==> config.mk <==
export PLATFORM = sky130hd
export DESIGN_NAME = fp_window_seq_flat
export DESIGN_NICKNAME = d
export VERILOG_FILES = /design/src/rtl/fp_stft_pkg.sv /design/src/rtl/fp_window_seq_if.sv /design/src/rtl/fp_window_rom.sv /design/src/rtl/fp_window_seq.sv /design/src/flat_wrapper.sv
export SDC_FILE = /design/constraint.sdc
export NUM_CORES = 1
export LEC_CHECK = 0
export CAP_MARGIN = 10
export CORE_MARGIN = 2
export CORE_UTILIZATION = 27
export CTS_BUF_LIST = sky130_fd_sc_hd__clkbuf_4 sky130_fd_sc_hd__clkbuf_8
export CTS_CLUSTER_SIZE = 12
export DETAILED_ROUTE_END_ITERATION = 10
export HOLD_SLACK_MARGIN = 0.1
export MAX_ROUTING_LAYER = met4
export SLEW_MARGIN = 0
export SYNTH_ARGS = -nofsm -noshare
export SYNTH_HDL_FRONTEND = slang
export SYNTH_SLANG_ARGS = --single-unit
==> constraint.sdc <==
create_clock -name clk -period 6.3 [get_ports clk]
set_clock_uncertainty 0.1 [all_clocks]
set_input_delay 0.63 -clock clk [delete_from_list [all_inputs] [get_ports clk]]
set_output_delay 0.63 -clock clk [all_outputs]
set_load 0.02 [all_outputs]
==> src/rtl/fp_stft_pkg.sv <==
// ==== fp_stft_pkg : shared constants and FSM encoding for the FP STFT front end (rev 1.0) ====
`default_nettype none

package fp_stft_pkg;

  localparam logic [31:0] FP_ONE    = 32'h3F800000;
  localparam logic [31:0] FP_ZERO   = 32'h00000000;
  localparam logic        WIN_BOX   = 1'b0;
  localparam logic        WIN_TABLE = 1'b1;

  typedef enum logic [1:0] {
    ST_IDLE  = 2'd0,
    ST_RUN   = 2'd1,
    ST_DRAIN = 2'd2
  } seq_state_e;

endpackage

`default_nettype wire

==> src/rtl/fp_window_seq_if.sv <==
// ==== fp_window_seq_if : control, table-write and coefficient stream bundle (rev 1.0) ====
`default_nettype none

interface fp_window_seq_if #(
  parameter int W  = 4,
  parameter int AW = $clog2(W)
);

  logic          start;
  logic          mode;
  logic          cont;
  logic          stop;
  logic          wr_en;
  logic [AW-1:0] wr_addr;
  logic [31:0]   wr_data;
  logic          ready_in;
  logic [31:0]   re_w;
  logic [31:0]   im_w;
  logic [AW-1:0] index_out;
  logic          valid_out;
  logic          last_out;
  logic          busy;

  modport master (
    output start, mode, cont, stop, wr_en, wr_addr, wr_data, ready_in,
    input  re_w, im_w, index_out, valid_out, last_out, busy
  );

  modport slave (
    input  start, mode, cont, stop, wr_en, wr_addr, wr_data, ready_in,
    output re_w, im_w, index_out, valid_out, last_out, busy
  );

endinterface

`default_nettype wire

==> src/rtl/fp_window_rom.sv <==
// ==== fp_window_rom : W x 32 window table, single write port, synchronous read (rev 1.0) ====
`default_nettype none

module fp_window_rom #(
  parameter int W = 4
) (
  input  logic                 clk,
  input  logic                 wr_en,
  input  logic [$clog2(W)-1:0] wr_addr,
  input  logic [31:0]          wr_data,
  input  logic [$clog2(W)-1:0] rd_addr,
  output logic [31:0]          rd_data
);

  logic [31:0] mem_q [W];

  // No reset on the array or read port so the table maps onto RAM primitives.
  always_ff @(posedge clk) begin
    if (wr_en) begin
      mem_q[wr_addr] <= wr_data;
    end
    rd_data <= mem_q[rd_addr];
  end

endmodule

`default_nettype wire

==> src/rtl/fp_window_seq.sv <==
// ==== fp_window_seq : window-coefficient sequencer, table read + output stage under valid/ready (rev 1.0) ====
`default_nettype none

module fp_window_seq
  import fp_stft_pkg::*;
#(
  parameter int W = 4
) (
  input  logic            clk,
  input  logic            rst,
  fp_window_seq_if.slave  bus
);

  localparam int            AW       = $clog2(W);
  localparam logic [AW-1:0] LAST_IDX = AW'(W - 1);

  seq_state_e    state_q;
  logic          busy_q;
  logic          mode_q;
  logic          cont_q;
  logic          stop_q;
  logic [AW-1:0] idx_q;
  logic [AW-1:0] idx_d;
  logic          s1_valid_q;
  logic [AW-1:0] s1_idx_q;
  logic [31:0]   s1_data;
  logic          valid_q;
  logic [31:0]   re_q;
  logic [AW-1:0] out_idx_q;
  logic          last_q;
  logic [31:0]   rom_rd;
  logic          out_ready;
  logic          issue;
  logic          wr_ok;
  logic [AW-1:0] rd_addr;

  assign out_ready = !valid_q || bus.ready_in;
  assign issue     = (state_q == ST_RUN) && out_ready;
  assign idx_d     = idx_q + 1'b1;
  assign wr_ok     = bus.wr_en && !busy_q;
  // A stalled prefetch slot re-reads its own address so the RAM output keeps matching it.
  assign rd_addr   = out_ready ? idx_q : s1_idx_q;
  assign s1_data   = (mode_q == WIN_TABLE) ? rom_rd : FP_ONE;

  fp_window_rom #(.W(W)) u_rom (
    .clk     (clk),
    .wr_en   (wr_ok),
    .wr_addr (bus.wr_addr),
    .wr_data (bus.wr_data),
    .rd_addr (rd_addr),
    .rd_data (rom_rd)
  );

  always_ff @(posedge clk or posedge rst) begin
    if (rst) begin
      state_q    <= ST_IDLE;
      busy_q     <= 1'b0;
      mode_q     <= WIN_BOX;
      cont_q     <= 1'b0;
      stop_q     <= 1'b0;
      idx_q      <= '0;
      s1_valid_q <= 1'b0;
      s1_idx_q   <= '0;
      valid_q    <= 1'b0;
      re_q       <= FP_ZERO;
      out_idx_q  <= '0;
      last_q     <= 1'b0;
    end else begin
      if (out_ready) begin
        s1_valid_q <= issue;
        s1_idx_q   <= idx_q;
        valid_q    <= s1_valid_q;
        re_q       <= s1_valid_q ? s1_data : FP_ZERO;
        out_idx_q  <= s1_valid_q ? s1_idx_q : '0;
        last_q     <= s1_valid_q && (s1_idx_q == LAST_IDX);
      end

      case (state_q)
        ST_IDLE: begin
          stop_q <= 1'b0;
          if (bus.start) begin
            state_q <= ST_RUN;
            busy_q  <= 1'b1;
            mode_q  <= bus.mode;
            cont_q  <= bus.cont;
            idx_q   <= '0;
          end
        end
        ST_RUN: begin
          if (bus.stop) begin
            stop_q <= 1'b1;
          end
          if (issue) begin
            idx_q <= idx_d;
            // A stop seen on the wrap edge itself still ends the run after this frame.
            if ((idx_q == LAST_IDX) && !(cont_q && !stop_q && !bus.stop)) begin
              state_q <= ST_DRAIN;
            end
          end
        end
        ST_DRAIN: begin
          if (valid_q && bus.ready_in && last_q) begin
            state_q <= ST_IDLE;
            busy_q  <= 1'b0;
          end
        end
        default: begin
          state_q <= ST_IDLE;
          busy_q  <= 1'b0;
        end
      endcase
    end
  end

  assign bus.re_w      = re_q;
  assign bus.im_w      = FP_ZERO;
  assign bus.index_out = out_idx_q;
  assign bus.valid_out = valid_q;
  assign bus.last_out  = last_q;
  assign bus.busy      = busy_q;

endmodule

`default_nettype wire

==> src/flat_wrapper.sv <==
// flat-port wrapper written by rule: the top's interface ports become plain ports
module fp_window_seq_flat import fp_stft_pkg::*;
#(
  parameter int W = 4
)
  (clk, rst, bus_start, bus_mode, bus_cont, bus_stop, bus_wr_en, bus_wr_addr, bus_wr_data, bus_ready_in, bus_re_w, bus_im_w, bus_index_out, bus_valid_out, bus_last_out, bus_busy);
  fp_window_seq_if #(.W(W)) bus_i ();
  input  logic clk;
  input  logic rst;
  input wire logic [$bits(bus_i.start)-1:0] bus_start;
  input wire logic [$bits(bus_i.mode)-1:0] bus_mode;
  input wire logic [$bits(bus_i.cont)-1:0] bus_cont;
  input wire logic [$bits(bus_i.stop)-1:0] bus_stop;
  input wire logic [$bits(bus_i.wr_en)-1:0] bus_wr_en;
  input wire logic [$bits(bus_i.wr_addr)-1:0] bus_wr_addr;
  input wire logic [$bits(bus_i.wr_data)-1:0] bus_wr_data;
  input wire logic [$bits(bus_i.ready_in)-1:0] bus_ready_in;
  output wire logic [$bits(bus_i.re_w)-1:0] bus_re_w;
  output wire logic [$bits(bus_i.im_w)-1:0] bus_im_w;
  output wire logic [$bits(bus_i.index_out)-1:0] bus_index_out;
  output wire logic [$bits(bus_i.valid_out)-1:0] bus_valid_out;
  output wire logic [$bits(bus_i.last_out)-1:0] bus_last_out;
  output wire logic [$bits(bus_i.busy)-1:0] bus_busy;
  assign bus_i.start = bus_start;
  assign bus_i.mode = bus_mode;
  assign bus_i.cont = bus_cont;
  assign bus_i.stop = bus_stop;
  assign bus_i.wr_en = bus_wr_en;
  assign bus_i.wr_addr = bus_wr_addr;
  assign bus_i.wr_data = bus_wr_data;
  assign bus_i.ready_in = bus_ready_in;
  assign bus_re_w = bus_i.re_w;
  assign bus_im_w = bus_i.im_w;
  assign bus_index_out = bus_i.index_out;
  assign bus_valid_out = bus_i.valid_out;
  assign bus_last_out = bus_i.last_out;
  assign bus_busy = bus_i.busy;
  fp_window_seq #(.W(W)) u_core (.clk(clk), .rst(rst), .bus(bus_i));
endmodule
# After elaboration in Yosys (flattened, before gate mapping)
# Memories as Yosys holds them, arrays and structs flattened. A register that Yosys moved wholly into a read port is not among the register bits.
# Index checks and enable logic that the tools add are counted.
dict set report totals {
  output_inout_bits 69
  mem_count 1
  in_bits 42
  word_cells 64
  mem_bits_rw 128
  reg_bits 47
}
dict set report classes {
  add_sub_neg 1
  n_reduce_logical 21
  n_mux 19
  n_eq_ne 9
  bitwise 1
}
# name depth word_bits rd rd_clocked_by_memory_dff wr line_no
set mem_list {}
lappend mem_list {u_core.u_rom.mem_q 4 32 1 1 1 fp_window_rom.sv:15} ;# logic [31:0] mem_q [W];
# operator n
set ops {}
lappend ops {{2-to-1 mux 32 bit} 2}
lappend ops {{2-to-1 mux 2 bit} 8}
lappend ops {{logical AND 1 bit} 8}
lappend ops {{== test 2 bit (second input constant)} 3}
lappend ops {{inequality test 2 bit (second input constant)} 3}
lappend ops {{one-hot mux 2 bit (3 select lines)} 1}
lappend ops {{AND reduction 3 bit} 2}
lappend ops {{zero test 1 bit} 5}
lappend ops {{2-to-1 mux 1 bit} 5}
lappend ops {{inequality test 2 x 1 -> 1 bit (second input constant)} 2}
lappend ops {{one-hot mux 2 bit (2 select lines)} 1}
lappend ops {{AND reduction 2 bit} 2}
lappend ops {{AND reduction 4 bit} 1}
lappend ops {{one-hot mux 1 bit (3 select lines)} 1}
lappend ops {{adder 2 x 1 -> 2 bit (second input constant)} 1}
lappend ops {{== test 2 x 1 -> 1 bit (second input constant)} 1}
lappend ops {{zero test 2 bit} 1}
lappend ops {{one-hot mux 1 bit (2 select lines)} 1}
lappend ops {{nonzero test 2 bit} 1}
lappend ops {{logical OR 1 bit} 1}
lappend ops {{NOT 1 bit} 1}

# Longest topological paths before layout
dict set report depth {
  depth_word 8
  mapped_depth 7
  ltp_nobuf 5
}

# Modules after synthesis
# A second synthesis with hierarchy kept.
dict set report unflattened {
  cells_unflattened 385
  area_unflattened_um2 7462.2
}
# module area_per_inst_um2 n_inst cells_per_inst
set by_module_without_submodules {}
lappend by_module_without_submodules {fp_window_rom 5330.1 1 203}
lappend by_module_without_submodules {fp_window_seq 2132.0 1 182}

# Worst setup path after synthesis
# OpenSTA, ideal clock, no wires.
dict set report synth_path {
  path_type {input -> register}
  from {input bus_wr_en}
  to {memory u_core.u_rom.mem_q[0][0] (enable)}
  setup_slack_ns 2.498
  setup_time_ns 0.468
  stages 2
  arrival_time_ns 3.234
  required_ns 5.732
  cell_sequence {nor2b_1 > nor3b_1}
}
dict set report synth_between {
  elab_chain_len 3
}
# item line_no
set synth_lines {}
lappend synth_lines {{from (decl)} flat_wrapper.sv:14} ;# input wire logic [$bits(bus_i.wr_en)-1:0] bus_wr_en;
lappend synth_lines {{logical AND 1 bit} fp_window_seq.sv:40} ;# assign wr_ok = bus.wr_en && !busy_q;
lappend synth_lines {{2-to-1 mux 1 bit} fp_window_rom.sv:19} ;# if (wr_en) begin
lappend synth_lines {{2-to-1 mux 1 bit (not written as such)} fp_window_rom.sv:20} ;# mem_q[wr_addr] <= wr_data;
lappend synth_lines {{to (decl)} fp_window_rom.sv:15}
# No other way between the ends.

# Worst setup path in the final report
dict set report layout_path {
  from {input bus_ready_in}
  to {register u_core.u_rom.rd_data[1], read port of u_core.u_rom.mem_q}
}
dict set report layout_between {
  elab_chain_len 2
}
# item line_no
set layout_lines {}
lappend layout_lines {{from (decl)} flat_wrapper.sv:17} ;# input wire logic [$bits(bus_i.ready_in)-1:0] bus_ready_in;
lappend layout_lines {{logical OR 1 bit} fp_window_seq.sv:37} ;# assign out_ready = !valid_q || bus.ready_in;
lappend layout_lines {{2-to-1 mux 2 bit} fp_window_seq.sv:42} ;# assign rd_addr = out_ready ? idx_q : s1_idx_q;
lappend layout_lines {{to (decl)} fp_window_rom.sv:12} ;# output logic [31:0] rd_data
# No other way between the ends.
# A chain may end at the register's enable or synchronous reset.

==> metrics.txt <==
Post-synth EDFFs=128; core area=27600 um2; Mean Syn Cell Area=~14 um2; top cells by area, synth=edfxtp_1 (51%), dfrtp_1 (16%), dfxtp_1 (8.5%); Worst-path clk slew=approximately 0.060 ns; CP cell instances=clkdlybuf4s50_1 > nor2b_4 > buf_4 > mux2i_4 > buf_4 > inv_2 > a21oi_1 > a32oi_1; final setup vio count=0; Worst Path Buf+Inv=4; post-synthesis instance area=7540 um2; ys async rst share=22.7%; non-filler cells, final=1016; first-pass GRT wire length=23900 um; post-synth top area share=between 50% and 60%; sequential area share after synthesis=about three quarters; Synthesis Warnings=0; Crit path max-delay family=buffers and inverters; post-layout net count=approximately 660; critical path data arrival time=3.70 ns; TNS Setup=0 ns; number of synthesized register bits=207; Worst path max stage delay=0.65 ns; Area growth syn-to-layout=22.9%; TritonRoute pass-1 iters=4; LEAKAGE=3.43 nW; I/O pin total=111; post_cts resized=0; DP Cell Count=954; CTS tree=yes; Hold Vio Cnt, Final=0; unrepaired setup endpoints after global routing=false; ANT nets after route=0; H-Tree Depth=2; vias in the first global route=4428; fmax=0.289 GHz; worst vdd ir=0.000181 V; GPL Wtd Cong=0.695; outcome=completed; worst-path maximum fanout=65; Tcrit/Tclk final=between 50% and 60%; port bufs=78; # fillers=2679; ys flop type=edfxtp_1; Worst path most repeated cell=buf_4; chip width=171 um; min cycle time layout=approximately 3.5 ns; WL/cell=15.2 um; Finished Cell Area=9270 um2; detailed-route via count=4318; Cell Area, Placed=8580 um2; FP Rows=61; Total Wirelength=15400 um; die area=approximately 29000 um2; Overflow after GRT=0; post-synth top area cell=edfxtp_1; count of cell types in the netlist=36; final max-slew violation count=0; initial antenna violation count=0; slew margin rel.=24.2%; post-CTS setup buffer count=0; Slowest-stage cell, CP=inv_2; Worst Setup End Kind=flip-flop; worst hold margin=0.338 ns; startpoint types=input pin; Max-cap violations=0; Via-to-Cell Ratio=4.25; die height=about 170 um; Starting Density=27.3%; total track usage=11.1%; Mapped Cells=~530; layout cell share with drive strength beyond 1=16.0%; Sinks on Clock Net=about 210; Worst Setup Path Type=in -> reg; CTS Buffer Depth=3; Worst-Margin Slew=1.14 ns; latest clock arrival within the worst-skew pair=0.52 ns; post-DP HPWL=8970 um; CP required=6.54 ns; Hold Path Class=reg -> reg; power per cell area=~450 nW/um2; Iter 0 DRT Violations=244; DRC=0; largest net degree at the start of global routing=66; Root Driver=clkbuf_8; hold buffer count at CTS=0; CTS Buf Count=34
-- report_power, final --
| group | switching [mW] | internal, mW | leakage, nW |
|---|---|---|---|
| combinational | 0.686 | 0.485 | 1.04 |
| sequential | 0.157 | 1.72 | 2.03 |
| clock | 0.516 | 0.637 | 0.364 |
| total | 1.36 | 2.84 | 3.43 |
-- worst reg2reg max path, delay by kind of cell, from the launching register on --
kind,cells,cell delay (ns)
AOI/OAI and AO/OA,2,0.41
buffers and inverters,3,1.73
DFF,1,0.38
muxes,1,0.33
and+or+nand+nor,1,0.14
-- final timing paths --
check | slack (ns) | from | endpoint | depth (start not counted)
hold reg to reg | 0.34 | u_core.u_rom.rd_data[30] | u_core.bus.re_w[30] | 1
hold / removal | 0.34 | u_core.u_rom.rd_data[30] | u_core.bus.re_w[30] | 1
min in group asynchronous | 0.51 | rst | u_core.bus.re_w[8] | 3
setup / recovery | 2.84 | bus_ready_in | u_core.u_rom.rd_data[1] | 8
max in group asynchronous | 5.13 | rst | u_core.bus.re_w[24] | 3
setup reg to reg | 3.04 | u_core.bus.valid_out | u_core.u_rom.rd_data[1] | 7
-- synth_stat cells, types with 3 or more instances --
library cell / instances
edfxtp_1: 128
dfxtp_1: 32
o21ai_0: 16
a22o_1: 4
clkbuf_1: 6
a21oi_1: 33
nand3_1: 3
inv_1: 5
buf_2: 16
nand2_1: 109
nor2b_1: 3
a32oi_1: 32
buf_1: 6
buf_4: 34
a22o_2: 25
dfrtp_1: 47
-- layout by cell type (no fill, tap or decap), drive strengths merged --
master / n
a41oi: 1
clkinv: 8
nand3: 3
clkinvlp: 1
nor3b: 2
clkbuf: 51
buf: 5
or3b: 1
nand2: 109
o22ai: 2
inv: 6
ha: 1
a21oi: 33
nand2b: 1
mux2i: 2
clkdlybuf4s50: 78
o21bai: 1
a22o: 29
and3: 3
a32oi: 32
edfxtp: 128
or2b: 2
nor2b: 4
diode: 1
conb: 32
o22a: 1
mux2: 2
a21o: 1
dfxtp: 32
nor2: 2
dfrtp: 47
and3b: 1
o21ai: 16
-- metrics by stage --
stage          worst slack [ns]  utilization (%)  power [mW]
3_5_place_dp               2.27             31.1        3.10
5_1_grt                    2.58             33.5        4.46
4_1_cts                    2.82             33.5        4.27
6_report                   2.84             33.6        4.20
2_1_floorplan              2.50                -        2.67
3_3_place_gp               2.35             31.1        3.07
-- flip-flops by register name, indices dropped and copies added (netlist names) --
signal,count
u_core.bus.re_w,32
u_core.s1_idx_q,2
u_core.bus.busy,1
u_core.bus.index_out,2
u_core.bus.valid_out,1
u_core.cont_q,1
u_core.s1_valid_q,1
u_core.stop_q,1
u_core.state_q,2
u_core.bus.last_out,1
u_core.u_rom.rd_data,32
u_core.u_rom.mem_q,128
u_core.mode_q,1
u_core.idx_q,2
-- per-layer routing --
metal	vias to the layer above	GRT usage, %	part of all wire (%)
li1	2041	-	-
met1	2100	12.9	42
met2	140	18.5	49
met3	37	2.57	6.0
met4	0	4.46	2.5
met5	-	-	0
-- logic make-up after synthesis --
| kind of cell | synth area share (%) |
|---|---|
| compound gates | 11.3 |
| mux | 0.564 |
| buf+inv | 5.66 |
| flops | 75.0 |
| fa+ha+maj | 0.166 |
| other cells | 0.0497 |
| simple gates | 7.17 |
-- layout make-up --
| type | count | area (um2) | area share, % |
|---|---|---|---|
| Antenna cell | 1 | 2.50 | 0.0270 |
| Clock buffer | 51 | 621 | 6.69 |
| Clock inverter | 10 | 65.1 | 0.702 |
| Inverter | 5 | 18.8 | 0.202 |
| Multi-Input combinational cell | 281 | 1610 | 17.4 |
| Sequential cell | 207 | 5660 | 61.1 |
| Tap cell | 378 | 473 | 5.10 |
| Timing Repair Buffer | 83 | 818 | 8.83 |
Power figures use the tool's default switching activity.
